==> src/rtl/shift_deser.sv <==
// Serial-to-parallel receiver: assembles WIDTH-bit words from a qualified
// bit stream and holds each word under a valid/ready handshake.
module shift_deser #(
    parameter int WIDTH     = 32,
    parameter int MSB_FIRST = 1
) (
    input  logic                     i_clk,
    input  logic                     i_reset,
    input  logic                     i_shift,
    input  logic                     i_shift_en,
    input  logic                     i_frame,
    input  logic                     i_ready,
    input  logic                     i_clr_ovf,
    output logic [WIDTH-1:0]         o_word,
    output logic                     o_valid,
    output logic                     o_overflow,
    output logic [$clog2(WIDTH)-1:0] o_bit_cnt
);

    localparam int CW = $clog2(WIDTH);
    localparam logic [CW-1:0] LAST_BIT = CW'(WIDTH - 1);

    logic [WIDTH-1:0] sreg_q, sreg_d;
    logic [WIDTH-1:0] word_q, word_d;
    logic [CW-1:0]    cnt_q, cnt_d;
    logic             valid_q, valid_d;
    logic             ovf_q, ovf_d;

    logic [WIDTH-1:0] base;
    logic [WIDTH-1:0] shifted;
    logic             complete;

    always_comb begin
        // A frame strobe restarts from an empty register before shifting.
        base = i_frame ? '0 : sreg_q;
        if (MSB_FIRST != 0) begin
            shifted = {base[WIDTH-2:0], i_shift};
        end else begin
            shifted = {i_shift, base[WIDTH-1:1]};
        end
        complete = i_shift_en && !i_frame && (cnt_q == LAST_BIT);
    end

    always_comb begin
        sreg_d  = sreg_q;
        cnt_d   = cnt_q;
        word_d  = word_q;
        valid_d = valid_q;
        ovf_d   = ovf_q;

        if (i_shift_en) begin
            sreg_d = shifted;
            if (i_frame) begin
                cnt_d = CW'(1);
            end else if (complete) begin
                cnt_d = '0;
            end else begin
                cnt_d = cnt_q + 1'b1;
            end
        end else if (i_frame) begin
            sreg_d = '0;
            cnt_d  = '0;
        end

        if (valid_q && i_ready) begin
            valid_d = 1'b0;
        end
        if (i_clr_ovf) begin
            ovf_d = 1'b0;
        end

        // A finished word either refills the holding register or is dropped.
        if (complete) begin
            if (!valid_q || i_ready) begin
                word_d  = shifted;
                valid_d = 1'b1;
            end else begin
                ovf_d = 1'b1;
            end
        end
    end

    always_ff @(posedge i_clk) begin
        if (i_reset) begin
            sreg_q  <= '0;
            word_q  <= '0;
            cnt_q   <= '0;
            valid_q <= 1'b0;
            ovf_q   <= 1'b0;
        end else begin
            sreg_q  <= sreg_d;
            word_q  <= word_d;
            cnt_q   <= cnt_d;
            valid_q <= valid_d;
            ovf_q   <= ovf_d;
        end
    end

    assign o_word     = word_q;
    assign o_valid    = valid_q;
    assign o_overflow = ovf_q;
    assign o_bit_cnt  = cnt_q;

endmodule

==> config.mk <==
export PLATFORM = sky130hd
export DESIGN_NAME = shift_deser
export DESIGN_NICKNAME = d
export VERILOG_FILES = /design/src/rtl/shift_deser.sv
export SDC_FILE = /design/constraint.sdc
export NUM_CORES = 1
export LEC_CHECK = 0
export BUFFER_PORTS_ARGS = -buffer_cell sky130_fd_sc_hd__buf_2
export CORE_MARGIN = 1.5
export CORE_UTILIZATION = 50
export DETAILED_ROUTE_END_ITERATION = 8
export HOLD_SLACK_MARGIN = 0.06
export PLACE_DENSITY_LB_ADDON = 0.3
export SYNTH_ARGS = -nofsm -noshare
export SYNTH_HDL_FRONTEND = slang
export SYNTH_SLANG_ARGS = --single-unit
==> constraint.sdc <==
create_clock -name i_clk -period 1.8 [get_ports i_clk]
set_clock_uncertainty 0.15 [all_clocks]
set_input_delay 0 -clock i_clk [delete_from_list [all_inputs] [get_ports i_clk]]
set_output_delay 0 -clock i_clk [all_outputs]
set_load 0.03 [all_outputs]
# --- Word level (Yosys, flattened, before mapping) ---
# Cells that the tools add are included.
word_totals:
  ff_bits: 70
  inputBits: 7
  out_inout_bits: 39
  wordCells: 27
op_classes:
  addsub: 1
  n_eq_ne: 1
  mux: 12
  n_reduce_logical: 8
ops:
  columns: ["operator", "n"]
  rows:
  - ["31-bit 2-to-1 mux", 2]
  - ["5-bit 2-to-1 mux", 4]
  - ["1-bit 2-to-1 mux", 6]
  - ["5-bit by 1-bit adder with 5-bit output (second input constant)", 1]
  - ["5-bit == test (second input constant)", 1]
  - ["1-bit logical AND", 3]
  - ["1-bit logical NOT", 2]
  - ["2-bit AND reduction", 1]
  - ["2-bit nonzero test", 1]
  - ["1-bit logical OR", 1]

# --- Longest topological paths before layout ---
# Gate-level depths: netlist (run 1).
depth:
  word_depth: 6
  mapped_depth: 8
  mapped_depth_nobuf: 6

# --- Worst setup path after synthesis (run 1) ---
# No wires, ideal clock.
synth_path:
  path_type: "reg2reg"
  from: "register cnt_q[0] (netlist: o_bit_cnt[0])"
  to: "register word_q[24] (netlist: o_word[24])"
  setup_time_ns: 0.070
  arrival_time_ns: 1.802
  required_ns: 1.580
  slack_ns: -0.222
  path_stages_with_launch: 9
  n_path_buf: 2
  period_less_slack_ns: 2.022
  cell_sequence: "dfxtp_1 ha_1 and3_1 ha_1 and3b_1 buf_4 buf_6 nand4b_1 a21oi_1"
synth_via:
  elab_chain_len: 3
synth_lines:
  columns: ["element", "line_no", "source"]
  rows:
  - ["start, declared", "25", "logic [CW-1:0] cnt_q, cnt_d;"]
  - ["start signal, assigned", "93", "cnt_q <= cnt_d;"]
  - ["5-bit == test", "41", "complete = i_shift_en && !i_frame && (cnt_q == LAST_BIT);"]
  - ["1-bit logical AND", "41", null]
  - ["2-bit AND reduction (no line)", null, null]
  - ["end signal, assigned", "92", "word_q <= word_d;"]
  - ["end, declared", "24", "logic [WIDTH-1:0] word_q, word_d;"]
# Every way passes these cells.
# A chain may end at the register's enable or synchronous reset.

# --- Worst setup path in the final report (run 1) ---
layout_path:
  from: "register cnt_q[0] (netlist: o_bit_cnt[0])"
  to: "register word_q[22] (netlist: o_word[22])"
# The elaborated chain is that of the path after synthesis.

==> results_dict.tcl, run 1 <==
set metrics [dict create \
    synth.distinct_cells 26 \
    irDropWorstVdd_mv 0.598 \
    vias 2273 \
    min_to "o_overflow$_SDFF_PP0_" \
    dr_wl_met3_um 337 \
    seqCellArea_um2 1410 \
    timing.slew.headroom_pct 57.8 \
    dp_slack_ns -0.0239 \
    ys_warn_count 0 \
    final_nets 344 \
    portBuffers 45 \
    dr.pass1.iters 4 \
    timing.final.crit_period_ns 1.81 \
    drtIter0Drc 140 \
    grt_overflow_total 0 \
    worst_pin_slew_ns 0.633 \
    die_y_um 77.5 \
    die_x_um 77.5 \
    synth_area_um2 2780 \
    clkSinkCount 70 \
    multi_input_area_um2 1260 \
    num_io_pins 46 \
    drive_above_1_share_pct 24.1 \
    ys_ff_latch 70 \
    period_share_pct 100 \
    maxCapViolCount 0 \
    min_from "i_ready" \
    start_util_pct 53.0 \
    post_cts_buffers 0 \
    gp_congestion 0.712 \
    ff2ff_setup_slack_ns -0.005 \
    grt_max_degree 37 \
    wl_met1_um 2800 \
    fmax_mhz 554 \
    met2_length_um 2760 \
    synthCells 290 \
    route.detailed.drc 0 \
    core_um2 5240 \
    worst_slack_ns -0.00513 \
    setup.worst_path.class "flip-flop to flip-flop" \
    r2r_start "o_bit_cnt[0]$_SDFFE_PP0P_" \
    final_cell_area_um2 3380 \
    clk_path_buf_depth 2 \
    r2r_end "o_word[22]$_SDFFE_PP0P_" \
    slew_violations 0 \
    final_util_pct 64.5 \
    synthTopCellsByArea "dfxtp_1 (50%), mux2i_1 (11%), nand4b_1 (9.8%)" \
    grt_usage_pct 20.4 \
    cellPowerDensity_nw_per_um2 885 \
    reg2regPathDepth 7 \
    cts_tree "built" \
    setup_viol 1 \
    violations "setup timing" \
    antenna_found_initial 0 \
    ant_nets 0 \
    top_layer "met4" \
    clkSlewWorstSetupHoldPaths_ns 0.07 \
    routed_wl_um 6020 \
    seq_area_frac_synth_pct 50.5 \
    synth.top_cell.area_share_pct 50.5 \
    hold_depth 5 \
    fin_tns_setup_ns -0.00513 \
    htreeDepth 3 \
    start_kind "flip-flop" \
    dieArea_um2 6010 \
    syn_area_per_cell_um2 9.57 \
    diodes 0 \
    yosysTopAreaCell "dfxtp_1" \
    wl_per_cell_um 14.7 \
    hold_viol_final 0 \
    rsz0062_at_grt "yes" \
    run_status "finished with violations" \
    hp-class "input port to flip-flop" \
    grt_pass1_wl_um 9800 \
    fp-row-count 26 \
    fin_cells 410 \
    syn2layout_area_growth_pct 21.8 \
    placed_area_um2 3050 \
    crit_required_ns 1.92 \
    grt_pass1_vias 2082 \
    place_hpwl_um 3350 \
    dpl.cell_count 386 \
    clk_latency_ns 0.34 \
    vias_per_cell 5.54 \
    p_leak_nw 1.34 \
    crit_fanout 16 \
    crit_path_end_kind "flip-flop" \
    arrival_ns 1.92 \
    clock-root-buffer "clkbuf_8" \
    nFillCells 452 \
    postSynthNetCount 299 \
    cts_made_buffers 9 \
]
cells in the mapped netlist:
library cell	count
or4_1	1
buf_1	2
or2_2	1
nand4b_1	31
a31oi_1	1
buf_6	3
and3_1	1
nor2_1	36
nor4bb_1	1
nand3b_1	2
nor2b_1	2
buf_2	10
inv_1	1
clkbuf_2	2
nand2_1	2
buf_4	2
o21ai_0	35
clkbuf_1	10
mux2i_1	31
nor3b_1	1
ha_1	2
nand2b_1	1
and3b_1	1
nand3_1	2
dfxtp_1	70
a21oi_1	39
logic make-up after synthesis:
kind of cell    Yosys count  share of synthesized area [%]
simple gates             82                           18.2
compound gates           75                           13.6
flops                    70                           50.5
mux                      31                           11.2
buf+inv                  30                           5.68
fa+ha+maj                 2                          0.902
placed cells by master, fill, tap and decap left out, drive strengths merged, types with 2 or more instances in the layout:
| cell type | instances |
|---|---|
| clkinv | 3 |
| mux2i | 31 |
| nor2 | 36 |
| dfxtp | 70 |
| nand3 | 2 |
| nand4b | 31 |
| a21oi | 39 |
| nand3b | 2 |
| buf | 55 |
| ha | 2 |
| o21ai | 35 |
| nand2 | 2 |
| clkbuf | 12 |
| nor2b | 2 |
| dlygate4sd3 | 7 |
layout make-up:
type | instances | share of cell area [%]
clock buffer | 11 | 4.52
clock inverter | 5 | 1.67
inverter | 1 | 0.111
multi-input combinational | 190 | 37.2
sequential | 70 | 41.7
tap | 70 | 2.59
timing repair buffer | 63 | 12.2
state kept, by name (all words and copies together) (netlist names):
signal / cells
o_valid: 1
sreg_q: 31
o_overflow: 1
o_bit_cnt: 5
o_word: 32
per-stage QoR:
step	hold WS (ns)	power, mW
finish	0.108	2.99
global route	0.139	3.09
CTS	0.0952	3.00
detailed placement	0.127	1.70
global placement	0.121	1.70
floorplan	-0.00930	1.67
worst max path at each step:
stage,start,to,slack (ns),depth (start not counted)
2_1_floorplan,o_bit_cnt[0]$_SDFFE_PP0P_,o_overflow$_SDFF_PP0_,0.02,8
3_3_place_gp,o_bit_cnt[0]$_SDFFE_PP0P_,o_word[8]$_SDFFE_PP0P_,0.06,7
3_5_place_dp,o_bit_cnt[0]$_SDFFE_PP0P_,o_word[22]$_SDFFE_PP0P_,-0.02,7
6_report,o_bit_cnt[0]$_SDFFE_PP0P_,o_word[22]$_SDFFE_PP0P_,-0.005,7
5_1_grt,o_bit_cnt[0]$_SDFFE_PP0P_,o_word[24]$_SDFFE_PP0P_,-0.1,7
4_1_cts,i_frame,sreg_q[0]$_SDFF_PP0_,0.03,7
critical path: stages (launching register included):
cell       delay (ns)
dfxtp_4          0.37
ha_4             0.13
and3_4           0.19
ha_4             0.17
and3b_2          0.26
clkbuf_16        0.20
nand4b_1         0.11
a21oi_1          0.16
per-layer routing:
metal  global-route usage, %  vias to the layer above
met5                       0                        -
met3                    4.00                       10
li1                        -                     1130
met4                    10.4                        0
met1                    26.2                     1063
met2                    32.5                       70
repair_timing:
item	in CTS	in global routing
pin swaps	5	13
hold buffers	7	0
cloned	0	1
resized for setup	2	3
hold endpoints to repair	39	0
endpoints found under the setup margin	11	31
where the power goes:
group / total, mW / internal (mW) / switching, mW
logic: 0.125 / 0.0543 / 0.0702
clock network: 1.32 / 0.722 / 0.594
registers: 1.55 / 1.55 / 0.00362
total: 2.99 / 2.33 / 0.668
Note: power is estimated with default switching activity, not from simulation.
==> inputs of run 2 (changes only) <==
--- a/config.mk
+++ b/config.mk
@@ -9,7 +9,7 @@
 export CORE_MARGIN = 1.5
 export CORE_UTILIZATION = 50
 export DETAILED_ROUTE_END_ITERATION = 8
-export HOLD_SLACK_MARGIN = 0.06
+export MAX_ROUTING_LAYER = met4
 export PLACE_DENSITY_LB_ADDON = 0.3
 export SYNTH_ARGS = -nofsm -noshare
 export SYNTH_HDL_FRONTEND = slang
==> run 2 against run 1 <==
Net effect:
- the flow now finishes without violations
- critical path depth unchanged
- final cell count down 0.98%
- combinational power down 6%
- sequential share of layout area up 0.80 points
- setup slack better by 0.011 ns
- critical endpoint is now o_word[24]$_SDFFE_PP0P_
- highest routed layer unchanged
==> results_dict.tcl, run 2 (synthesized netlist as in run 1, its figures left out) <==
set metrics [dict create \
    place_hpwl_um 3350 \
    syn2layout_area_growth_pct 19.5 \
    grt_max_degree 37 \
    htreeDepth 3 \
    irDropWorstVdd_mv 0.591 \
    rsz0062_at_grt "yes" \
    maxCapViolCount 0 \
    route.detailed.drc 0 \
    dr.pass1.iters 4 \
    start_kind "flip-flop" \
    timing.slew.headroom_pct 58.2 \
    cts_made_buffers 9 \
    dpl.cell_count 386 \
    arrival_ns 1.92 \
    fp-row-count 26 \
    wl_per_cell_um 14.1 \
    dp_slack_ns -0.0239 \
    cts_tree "built" \
    gp_congestion 0.720 \
    fin_cells 406 \
    hp-class "input port to flip-flop" \
    dieArea_um2 6010 \
    worst_slack_ns 0.00568 \
    met3_usage_pct 6.82 \
    die_y_um 77.5 \
    core_um2 5240 \
    final_common_cell "dfxtp_1" \
    vias 2238 \
    grt_pass1_vias 2032 \
    antenna_found_initial 0 \
    die_x_um 77.5 \
    grt_pass1_wl_um 9650 \
    clkSinkCount 70 \
    diodes 0 \
    run_status "finished, final reports clean" \
    grtUsageMet1_pct 26.2 \
    num_io_pins 46 \
    cellPowerDensity_nw_per_um2 895 \
    slew_violations 0 \
    routed_wl_um 5730 \
    grt_overflow_total 0 \
    largest_register_ff_count 32 \
    grt_usage_pct 20.9 \
    timing.final.crit_period_ns 1.79 \
    p_total_mw 2.97 \
    grt-busiest-layer "met2" \
    vias_per_cell 5.51 \
    fmax_mhz 557 \
    crit_required_ns 1.92 \
    final_cell_mix "dfxtp_1 (67), buf_2 (45), a21oi_1 (38)" \
    holdWs_ns 0.0253 \
    setup_viol 0 \
    fin_tns_setup_ns 0 \
    worst_pin_slew_ns 0.626 \
    period_share_pct 99.7 \
    met2_usage_pct 31.7 \
    start_util_pct 53.0 \
    setup.worst_path.class "flip-flop to flip-flop" \
    final_nets 340 \
    hold_viol_final 0 \
    portBuffers 45 \
    clk_path_buf_depth 2 \
    drtIter0Drc 115 \
    p_leak_nw 1.32 \
    ant_nets 0 \
    crit_path_end_kind "flip-flop" \
    crit_fanout 33 \
    clk_latency_ns 0.34 \
    clock-root-buffer "clkbuf_8" \
    drive_above_1_share_pct 23.8 \
    clkSlewWorstSetupHoldPaths_ns 0.07 \
]
-- run 2: cell count changes in the layout (fill, tap and decap cells not counted) --
cell           change
buf_6              -1
dlygate4sd3_1      -3
nor3b_2            -1
nor3b_1            +1
buf_4              +1
clkbuf_16          -1
-- run 2: layout make-up --
cell class | instances | area (um^2)
fillers | 460 | 1920
flip-flops and latches | 70 | 1410
clock inverters | 5 | 56.3
multi-input cells | 190 | 1250
well taps | 70 | 87.6
inverters | 1 | 3.75
clock buffers | 11 | 153
repair buffers | 59 | 353
-- run 2: worst paths after layout --
kind / startpoint / endpoint / slack, ns / cells after the start
max: o_bit_cnt[0]$_SDFFE_PP0P_ / o_word[24]$_SDFFE_PP0P_ / 0.006 / 7
min: i_reset / o_overflow$_SDFF_PP0_ / 0.03 / 3
max reg2reg: o_bit_cnt[0]$_SDFFE_PP0P_ / o_word[24]$_SDFFE_PP0P_ / 0.006 / 7
min reg2reg: o_word[19]$_SDFFE_PP0P_ / o_word[19]$_SDFFE_PP0P_ / 0.32 / 2
-- run 2: per-stage QoR --
step | utilization, % | area [um^2]
after floorplan | - | 2800
after global placement | 58.3 | 3050
after detailed placement | 58.3 | 3050
after CTS | 63.3 | 3310
after global routing | 63.3 | 3320
final | 63.3 | 3320
-- run 2: critical path, cell delays in order (launching register included) --
cell,delay (ns)
dfxtp_4,0.36
ha_4,0.13
and3_4,0.19
ha_4,0.16
and3b_2,0.22
buf_12,0.18
nand4b_1,0.16
a21oi_2,0.16
-- run 2: where the power goes --
part,switching (mW),leakage (nW),internal [mW],total [mW]
logic,0.0684,0.646,0.0491,0.117
clock network,0.575,0.104,0.722,1.30
registers,0.00344,0.566,1.55,1.55
-- run 2: routing by layer --
metal,part of all wire [%],vias up
met5,0,-
met2,47,62
met1,47,1052
met4,0.96,0
li1,-,1118
met3,5.1,6
-- run 2: repair_timing --
action / in CTS / in global routing
hold endpoints to repair: 7 / 0
pin swaps: 5 / 10
hold buffers: 4 / 0
setup endpoints to repair: 11 / 29
gates resized for setup: 2 / 1
setup buffers: 0 / 0
==> inputs of run 3 (changes only) <==
--- a/config.mk
+++ b/config.mk
@@ -6,7 +6,7 @@
 export NUM_CORES = 1
 export LEC_CHECK = 0
 export BUFFER_PORTS_ARGS = -buffer_cell sky130_fd_sc_hd__buf_2
-export CORE_MARGIN = 1.5
+export CORE_MARGIN = 4
 export CORE_UTILIZATION = 50
 export DETAILED_ROUTE_END_ITERATION = 8
 export MAX_ROUTING_LAYER = met4
==> run 3 against run 2 <==
Net effect:
- the flow now finishes with violations (setup timing)
- sequential share of layout area is 0.82 points lower
- clock power hardly changed
- hold slack hardly changed
- setup slack worse by 0.026 ns
- sequential cell count stayed put
- sequential power hardly changed
- first-iteration DRC count is 58% higher
- fmax is 1.4% lower
- non-clock buffer count is 3 higher
- global-route usage is 0.66 points lower
- final area is 2.0% higher
- critical endpoint is now o_word[23]$_SDFFE_PP0P_
- largest power group unchanged
==> results_dict.tcl, run 3 (synthesized netlist as in run 1, its figures left out) <==
set metrics [dict create \
    run_status "finished with violations" \
    violations "setup timing" \
    portBuffers 45 \
    die_y_um 82.5 \
    vias 2315 \
    worst_slack_ns -0.0200 \
    clk_latency_ns 0.34 \
    max_stage_delay_ns 0.36 \
    r2r_start "o_bit_cnt[0]$_SDFFE_PP0P_" \
    vias_per_cell 5.66 \
    irDropWorstVdd_mv 0.473 \
    crit_path_top_delay_cell "dfxtp_4" \
    cts_made_buffers 9 \
    route.detailed.drc 0 \
    r2r_end "o_word[23]$_SDFFE_PP0P_" \
    worst_pin_slew_ns 0.649 \
    drive_above_1_share_pct 24.5 \
    antenna_found_initial 0 \
    met2_usage_pct 31.1 \
    p_int_mw 2.32 \
    hold_viol_final 0 \
    grtUsageMet1_pct 25.2 \
    timing.slew.headroom_pct 56.7 \
    period_share_pct 101 \
    diodes 0 \
    grt_overflow_total 0 \
    dr.pass1.iters 5 \
    setup.worst_path.class "flip-flop to flip-flop" \
    grt-busiest-layer "met2" \
    ant_nets 0 \
    num_io_pins 46 \
    startpoint "o_bit_cnt[0]$_SDFFE_PP0P_" \
    p_total_mw 2.97 \
    crit_end "o_word[23]$_SDFFE_PP0P_" \
    gp_congestion 0.776 \
    power_frac_comb_pct 4.1 \
    clk_path_buf_depth 2 \
    sw_frac_of_total_pct 22.1 \
    switching_power_mw 0.656 \
    core_um2 5240 \
    power.share.sequential_pct 52.2 \
    clkSlewWorstSetupHoldPaths_ns 0.07 \
    final_util_pct 64.6 \
    slew_violations 0 \
    clkSinkCount 70 \
    crit_path_cell_trace "ha_4 -> and3_4 -> ha_4 -> and3b_2 -> clkbuf_16 -> nand4b_1 -> a21oi_1" \
    syn2layout_area_growth_pct 21.9 \
    htreeDepth 3 \
    start_util_pct 53.0 \
    arrival_ns 1.94 \
    final_nets 343 \
    grt_max_degree 37 \
    met3_usage_pct 5.31 \
    final_cell_mix "dfxtp_1 (67), buf_2 (45), a21oi_1 (37)" \
    p_leak_nw 1.35 \
    cellPowerDensity_nw_per_um2 879 \
    fmax_mhz 549 \
    grt_usage_pct 20.2 \
    crit_required_ns 1.92 \
    start_kind "flip-flop" \
    cts_tree "built" \
    dp_slack_ns -0.00605 \
    clock-root-buffer "clkbuf_8" \
    maxCapViolCount 0 \
    place_hpwl_um 3590 \
    dieArea_um2 6810 \
    fp-row-count 26 \
    drtIter0Drc 182 \
    crit_path_frequent_cell "ha_4" \
    wl_per_cell_um 15.7 \
    pwr-share-clk_pct 43.6 \
    reg2regPathDepth 7 \
    timing.final.crit_period_ns 1.82 \
    die_x_um 82.5 \
    routed_wl_um 6410 \
    crit_fanout 16 \
    crit_path_end_kind "flip-flop" \
    grt_pass1_vias 2197 \
    hold_depth 3 \
    final_common_cell "dfxtp_1" \
    holdWs_ns 0.0251 \
    hp-class "input port to flip-flop" \
    grt_pass1_wl_um 10300 \
    setup_viol 6 \
    rsz0062_at_grt "yes" \
    ff2ff_setup_slack_ns -0.02 \
    largest_register_ff_count 32 \
    fin_tns_setup_ns -0.0629 \
]
## run 3: power by group through the flow
| stage | sequential, mW | combinational (mW) | clock (mW) |
|---|---|---|---|
| final | 1.55 | 0.123 | 1.30 |
| after global placement | 1.59 | 0.114 | 0 |
| after detailed placement | 1.59 | 0.114 | 0 |
| after floorplan | 1.59 | 0.0790 | 0 |
| after CTS | 1.55 | 0.122 | 1.31 |
| after global routing | 1.55 | 0.132 | 1.38 |
## run 3: layout make-up
type | instances | area [um^2]
inverters | 1 | 3.75
fillers | 448 | 1860
well taps | 70 | 87.6
flip-flops and latches | 70 | 1410
clock buffers | 13 | 159
clock inverters | 3 | 41.3
multi-input cells | 190 | 1260
repair buffers | 62 | 423
## run 3: worst min-delay path by stage
| stage | endpoint | slack, ns | start |
|---|---|---|---|
| 2_1_floorplan | sreg_q[0]$_SDFF_PP0_ | -0.009 | i_shift |
| 3_3_place_gp | sreg_q[0]$_SDFF_PP0_ | 0.11 | i_shift |
| 3_5_place_dp | sreg_q[0]$_SDFF_PP0_ | 0.12 | i_shift |
| 4_1_cts | sreg_q[0]$_SDFF_PP0_ | 0.02 | i_reset |
| 5_1_grt | o_overflow$_SDFF_PP0_ | 0.06 | i_reset |
| 6_report | sreg_q[0]$_SDFF_PP0_ | 0.03 | i_reset |
## run 3: per-layer routing
metal | up-vias | wire, um | share of wire, %
li1 | 1119 | - | -
met1 | 1143 | 2940 | 46
met2 | 43 | 3110 | 48
met3 | 10 | 267 | 4.2
met4 | 0 | 95 | 1.5
met5 | - | 0 | 0
## run 3: repair_timing
action / CTS / global route
buffers inserted: 0 / 1
resized for setup: 1 / 4
hold buffers: 4 / 0
endpoints found under the setup margin: 1 / 33
pin swaps: 0 / 7
gates cloned: 0 / 2
hold endpoints to repair: 15 / 0
## run 3: worst max-delay path, delay by kind of cell, from the launching register on
kind	cells	cell delay, ns
buf+inv	1	0.21
fa+ha+maj	2	0.28
flops	1	0.36
compound gates	1	0.16
simple gates	3	0.59
## run 3: through the flow
stage,cell area [um^2],instances
after floorplan,2800,290
after global placement,3070,386
after detailed placement,3070,386
after CTS,3310,406
after global routing,3380,409
final,3380,409
